--- src/rtl/pwm_pkg.sv ---
`default_nettype none
// ============================================================================
// Module   : pwm_pkg
// Purpose  : Shared constants and the dead-time FSM state type for the
//            triangle-carrier PWM modulator.
// Ports    : none (package)
// Revision : 1.0 - initial release
// ============================================================================
package pwm_pkg;

    // Largest magnitude the triangle table returns.
    localparam int TRI_PEAK = 364;
    // Signed sample / reference width.
    localparam int TRI_W    = 10;
    // Phase index width toward the triangle table.
    localparam int THETA_W  = 8;

    // Dead-time FSM states.
    typedef enum logic [1:0] {
        OFF  = 2'd0,
        DEAD = 2'd1,
        H_ON = 2'd2,
        L_ON = 2'd3
    } dt_state_e;

endpackage
`default_nettype wire

--- src/rtl/pwm_dead_time.sv ---
`default_nettype none
// ============================================================================
// Module   : pwm_dead_time
// Purpose  : Turns the registered compare decision into a complementary gate
//            pair with a programmable both-low gap on every side change.
// Ports    : clk_i        - clock, rising edge
//            rst_i        - synchronous active-high reset
//            en_i         - enable; low forces OFF (both gates low)
//            raw_i        - registered compare decision (1 = high side)
//            dead_time_i  - dead-time length in clocks
//            pwm_h_o      - high-side gate, registered
//            pwm_l_o      - low-side gate, registered
// Revision : 1.0 - initial release
// ============================================================================
module pwm_dead_time
    import pwm_pkg::*;
#(
    parameter int DT_W = 8
) (
    input  logic            clk_i,
    input  logic            rst_i,
    input  logic            en_i,
    input  logic            raw_i,
    input  logic [DT_W-1:0] dead_time_i,
    output logic            pwm_h_o,
    output logic            pwm_l_o
);

    dt_state_e       state_q;
    logic [DT_W-1:0] cnt_q;
    logic            target_q;
    logic            pwm_h_q;
    logic            pwm_l_q;

    logic            dt_zero;
    logic [DT_W-1:0] dt_reload;
    logic            change;

    assign dt_zero   = (dead_time_i == '0);
    // The cycle of entering DEAD is itself the first both-low cycle, so the
    // counter starts one short and the gate rises on the cycle after zero.
    assign dt_reload = dead_time_i - DT_W'(1);
    // OFF behaves as if the decision just changed, so leaving OFF shares the
    // same path as a normal side change. In H_ON/L_ON target_q is the side held.
    assign change    = (state_q == OFF) || (raw_i != target_q);

    always_ff @(posedge clk_i) begin
        if (rst_i || !en_i) begin
            state_q  <= OFF;
            cnt_q    <= '0;
            target_q <= 1'b0;
            pwm_h_q  <= 1'b0;
            pwm_l_q  <= 1'b0;
        end else if (change) begin
            target_q <= raw_i;
            if (dt_zero) begin
                state_q <= raw_i ? H_ON : L_ON;
                pwm_h_q <= raw_i;
                pwm_l_q <= !raw_i;
            end else begin
                state_q <= DEAD;
                cnt_q   <= dt_reload;
                pwm_h_q <= 1'b0;
                pwm_l_q <= 1'b0;
            end
        end else if (state_q == DEAD) begin
            if (cnt_q == '0) begin
                state_q <= target_q ? H_ON : L_ON;
                pwm_h_q <= target_q;
                pwm_l_q <= !target_q;
            end else begin
                cnt_q <= cnt_q - DT_W'(1);
            end
        end
    end

    assign pwm_h_o = pwm_h_q;
    assign pwm_l_o = pwm_l_q;

endmodule
`default_nettype wire

--- src/rtl/pwm_tri_modulator.sv ---
`default_nettype none
// ============================================================================
// Module   : pwm_tri_modulator
// Purpose  : Triangle-carrier PWM modulator. A phase accumulator drives the
//            external triangle table; the returned sample is compared with a
//            double-buffered duty reference and fed to the dead-time stage.
// Ports    : clk_i        - clock, rising edge
//            rst_i        - synchronous active-high reset
//            en_i         - modulator enable
//            freq_word_i  - phase increment per clock
//            dead_time_i  - dead-time length in clocks
//            ref_i        - signed duty reference
//            ref_valid_i  - reference offered
//            ref_ready_o  - shadow register free
//            theta_o      - phase to the triangle table, registered
//            tri_in_i     - signed triangle sample for theta_o
//            pwm_h_o      - high-side gate
//            pwm_l_o      - low-side gate
//            sync_o       - one-clock pulse at carrier period start
// Revision : 1.0 - initial release
// ============================================================================
module pwm_tri_modulator
    import pwm_pkg::*;
#(
    parameter int ACC_W = 16,
    parameter int DT_W  = 8
) (
    input  logic                    clk_i,
    input  logic                    rst_i,
    input  logic                    en_i,
    input  logic [ACC_W-1:0]        freq_word_i,
    input  logic [DT_W-1:0]         dead_time_i,
    input  logic signed [TRI_W-1:0] ref_i,
    input  logic                    ref_valid_i,
    output logic                    ref_ready_o,
    output logic [THETA_W-1:0]      theta_o,
    input  logic signed [TRI_W-1:0] tri_in_i,
    output logic                    pwm_h_o,
    output logic                    pwm_l_o,
    output logic                    sync_o
);

    // ------------------------------------------------------------------
    // Phase accumulator; the carry out marks the start of a carrier period
    // ------------------------------------------------------------------
    logic [ACC_W-1:0] acc_q;
    logic             sync_q;
    logic [ACC_W:0]   acc_sum;

    assign acc_sum = {1'b0, acc_q} + {1'b0, freq_word_i};

    always_ff @(posedge clk_i) begin
        if (rst_i || !en_i) begin
            acc_q  <= '0;
            sync_q <= 1'b0;
        end else begin
            acc_q  <= acc_sum[ACC_W-1:0];
            sync_q <= acc_sum[ACC_W];
        end
    end

    assign theta_o = acc_q[ACC_W-1 -: THETA_W];
    assign sync_o  = sync_q;

    // ------------------------------------------------------------------
    // Reference double buffer: accepted values wait in the shadow and
    // only become active on a period boundary, so a carrier period never
    // sees two different duties.
    // ------------------------------------------------------------------
    logic signed [TRI_W-1:0] shadow_q;
    logic signed [TRI_W-1:0] ref_act_q;
    logic                    pending_q;
    logic                    xfer;

    assign xfer        = ref_valid_i && !pending_q;
    assign ref_ready_o = !pending_q;

    always_ff @(posedge clk_i) begin
        if (rst_i) begin
            shadow_q  <= '0;
            ref_act_q <= '0;
            pending_q <= 1'b0;
        end else if (xfer) begin
            // Lands in the shadow even on a SYNC cycle; applies next period.
            shadow_q  <= ref_i;
            pending_q <= 1'b1;
        end else if (sync_q && pending_q) begin
            ref_act_q <= shadow_q;
            pending_q <= 1'b0;
        end
    end

    // ------------------------------------------------------------------
    // Compare pipeline. The triangle range is +/-TRI_PEAK so references
    // beyond it saturate naturally without extra clamping.
    // ------------------------------------------------------------------
    logic signed [TRI_W-1:0] tri_q;
    logic                    raw_q;

    always_ff @(posedge clk_i) begin
        if (rst_i) begin
            tri_q <= '0;
            raw_q <= 1'b0;
        end else begin
            tri_q <= tri_in_i;
            raw_q <= (ref_act_q > tri_q);
        end
    end

    pwm_dead_time #(
        .DT_W (DT_W)
    ) u_dead_time (
        .clk_i       (clk_i),
        .rst_i       (rst_i),
        .en_i        (en_i),
        .raw_i       (raw_q),
        .dead_time_i (dead_time_i),
        .pwm_h_o     (pwm_h_o),
        .pwm_l_o     (pwm_l_o)
    );

endmodule
`default_nettype wire

--- config.mk ---
export PLATFORM = sky130hd
export DESIGN_NAME = pwm_tri_modulator
export DESIGN_NICKNAME = d
export VERILOG_FILES = /design/src/rtl/pwm_pkg.sv /design/src/rtl/pwm_dead_time.sv /design/src/rtl/pwm_tri_modulator.sv
export SDC_FILE = /design/constraint.sdc
export NUM_CORES = 1
export LEC_CHECK = 0
export ABC_AREA = 1
export CAP_MARGIN = 10
export CORE_MARGIN = 4
export CORE_UTILIZATION = 38
export CTS_BUF_LIST = sky130_fd_sc_hd__clkbuf_4 sky130_fd_sc_hd__clkbuf_8
export DETAILED_ROUTE_END_ITERATION = 10
export GPL_TIMING_DRIVEN = 0
export PLACE_DENSITY = 0.66
export RECOVER_POWER = 100
export SYNTH_ARGS = -nofsm -noshare
export SYNTH_HDL_FRONTEND = slang
export SYNTH_SLANG_ARGS = --single-unit
export TNS_END_PERCENT = 5
--- constraint.sdc ---
create_clock -name clk_i -period 1.8 [get_ports clk_i]
set_input_delay 0.36 -clock clk_i [delete_from_list [all_inputs] [get_ports clk_i]]
set_output_delay 0.36 -clock clk_i [all_outputs]
set_load 0.1 [all_outputs]
==> metrics.md <==
| Metric | Value |
|---|---|
| Maximum clock path buffer count | `2` |
| Sw Pwr | `~1.2 mW` |
| Post-DP Area | `approximately 0.0041 sq mm` |
| Core area | `around 0.0087 sq mm` |
| CTS tree | `built` |
| Fin crit period | `1.72 ns` |
| Setup Viol. Count Final | `0` |
| Leak pwr | `2.13 nW` |
| RSZ-0062 raised after global routing | `yes` |
| Synth Area per Inst | `around 7 sq um` |
| Sink Count | `between 60 and 70` |
| I/O Pins | `60` |
| Int Pwr | `2.70 mW` |
| Commonest cells after routing, fill and taps aside | `nor2_1 (93), nand2_1 (74), inv_1 (66)` |
| Headroom to the max-slew limit | `0.635` |
| Initial Util | `0.390` |
| DRT iter0 DRCs | `80` |
| Hold-fix buffers, CTS | `0` |
| Synth warn | `0` |
| First-pass GRT wire length | `~13 mm` |
| Initial DRT Pass Iterations | `4` |
| CP required | `between 2 and 2.5 ns` |
| Max-cap viol count | `0` |
| Worst ir drop on vdd | `about 0.00045 V` |
| Slew Limit Fails | `0` |
| Final Hold Fails | `0` |
| FP Rows | `34` |
| Startpoint Class | `primary input` |
| H-tree depth | `3` |
| Worst Skew | `between 0.007 and 0.008 ns` |
| Vias in the first global route | `around 3k` |
| #FFs+latches synth | `a little over 60` |
| DRT Wirelength | `7.53 mm` |
| Area contributors post-synth | `dfxtp_1 (36%), nor2_1 (10%), ha_1 (9.9%)` |
| Die outline height | `roughly 100 um` |
| Switching fraction of total power | `0.304` |
| Die W | `103 um` |
| Final period utilization | `0.953` |
| Via density | `~4.7` |
| Seq pwr share | `0.389` |
| Hold Path Class | `in2reg` |
| Antenna violations before repair | `0` |
| DP HPWL | `slightly below 6 mm` |
| Fmax | `approximately 580 MHz` |
| GPL Wtd Cong | `about 0.86` |
| IO buf count | `roughly 60` |
| Clk_lat worst skew | `~0.33 ns` |
| Seq/Total Area, Yosys | `0.365` |
| Critical Setup Path Class | `in2reg` |
| Combinational share of power | `0.261` |
| P per Cell Area | `869 mW/mm^2` |
| Clk network pwr share | `0.349` |
| Least-Margin Pin Slew | `between 0.5 and 0.6 ns` |
| Syn Nets | `562` |
| Area Overhead vs Synth | `31.2%` |
| Critical Path Fanout Max | `7` |
| Clock-pin slew on the worst setup and hold paths | `around 0.07 ns` |
| Vias after detailed routing | `around 3.2k` |
| Remaining global-route overflow | `0` |
| Crit end category | `register` |
| ANT nets after route | `0` |
| Synth Instances | `486` |
| Ratio of cells with drive above 1 in the final layout | `0.131` |
| Yosys top cell area share | `0.365` |
| Synth Cell Area | `around 0.0034 sq mm` |
| Ant. Diodes | `0` |
| CTS Buf Count | `9` |
| Clk root buf | `clkbuf_8` |
| Status | `complete, no violations` |
| Largest area contributor in the netlist | `dfxtp_1` |
| Pin count of the biggest net entering global routing | `11` |
| WL/cell | `around 11 um` |
| Commonest non-fill, non-tap cell in the layout | `nor2_1` |
| Worst Path Arrival | `about 1.9 ns` |
| Design Area, Final | `0.00446 sq mm` |
| Library cells used by synthesis | `31` |
| Die area | `between 0.01 and 0.015 sq mm` |
| GRT Resource Usage Total | `0.152` |
| Nets | `about 640` |
| DRC | `0` |
| Final setup TNS | `0 ns` |
-- power groups by stage --
stage	combinational [mW]	sequential [mW]	clock, mW
floorplan	0.679	1.55	0
global placement	0.950	1.54	0
detailed placement	0.965	1.54	0
CTS	0.970	1.51	1.40
global route	1.14	1.52	1.46
finish	1.01	1.51	1.35
-- cell families after synthesis --
kind of cell             count (synthesis)  synth area share
AO/OA/AOI/OAI                           96             0.153
XOR/XNOR                                 1           0.00258
adder cells (fa/ha/maj)                 28             0.105
buffers and inverters                   84             0.104
flip-flops                              62             0.365
AND/OR/NAND/NOR                        215             0.270
-- flip-flops by register name (all words and copies together), names as in the netlist --
name	flops
acc_q	16
ref_act_q	10
shadow_q	10
tri_q	10
u_dead_time.cnt_q	8
u_dead_time.state_q	2
pending_q	1
raw_q	1
sync_o	1
u_dead_time.pwm_h_o	1
u_dead_time.pwm_l_o	1
u_dead_time.target_q	1
-- worst max-delay path: stages --
cell and delay, ns:
clkdlybuf4s50_1 0.42, ha_1 0.39, a21o_1 0.20, a21oi_1 0.16, o21ai_2 0.10, nand3_1 0.09, nand2_1 0.08, nor2_1 0.10
nor2_1 0.05
-- cell type report --
| type | instances | area [sq um] |
|---|---|---|
| clock buffer | 11 | 151 |
| timing repair buffer | 62 | 589 |
| fill | 877 | 4260 |
| inverter | 68 | 255 |
| buffer | 16 | 98.8 |
| sequential | 62 | 1240 |
| clock inverter | 4 | 70.1 |
| tap | 108 | 135 |
| multi-input combinational | 340 | 1920 |
-- layer usage --
layer	global-route usage	share of wire	vias up
li1	-	-	1700
met1	0.183	0.47	1416
met2	0.267	0.47	56
met3	0.0325	0.051	8
met4	0.0545	0.012	0
met5	0	0	-
-- path summary, 6_finish.rpt --
path,slack (ns),cells after the start,to,from
worst max register to register,0.10,9,acc_q[10],acc_q[0]
worst min register to register,0.46,2,u_dead_time.cnt_q[7],u_dead_time.cnt_q[7]
worst min-delay path,0.41,4,acc_q[0],freq_word_i[0]
worst max-delay path,0.08,9,acc_q[12],freq_word_i[5]
-- metrics by stage --
step / worst slack (ns) / util / hold WS (ns) / total power [mW] / instances
floorplan: 0.0460 / - / 0.426 / 2.23 / 486
global placement: -0.610 / 0.473 / 0.440 / 2.49 / 653
detailed placement: -0.631 / 0.473 / 0.452 / 2.50 / 653
CTS: -0.0395 / 0.499 / 0.462 / 3.88 / 668
global route: -0.0513 / 0.512 / 0.459 / 4.12 / 671
finish: 0.0841 / 0.512 / 0.412 / 3.88 / 671
-- repair_timing --
action,in CTS,in global routing
setup buffers,0,3
endpoints found under the setup margin,18,17
gates resized for setup,39,24
pin swaps,0,6
endpoints found under the hold margin,0,0
cloned,0,0
-- Yosys cell counts --
cell type and count:
nor2_1 93, nand3_2 1, fa_1 1, nand2_1 76, o21ai_2 2, nand3b_1 2
buf_4 8, nor2_2 3, a21oi_1 37, buf_6 1, o211ai_1 1, nand4_1 3
a21o_1 3, and2_1 1, nor4_1 1, nand2_2 6, ha_1 27, clkinv_1 2
o211a_1 1, clkbuf_1 7, nand3_1 27, o21a_1 4, o31ai_1 1, inv_1 66
o21ai_1 2, o21ai_0 43, o21bai_1 2, nand3_4 1, xnor2_1 1, nand2_8 1
dfxtp_1 62
Power figures use the tool's default switching activity.
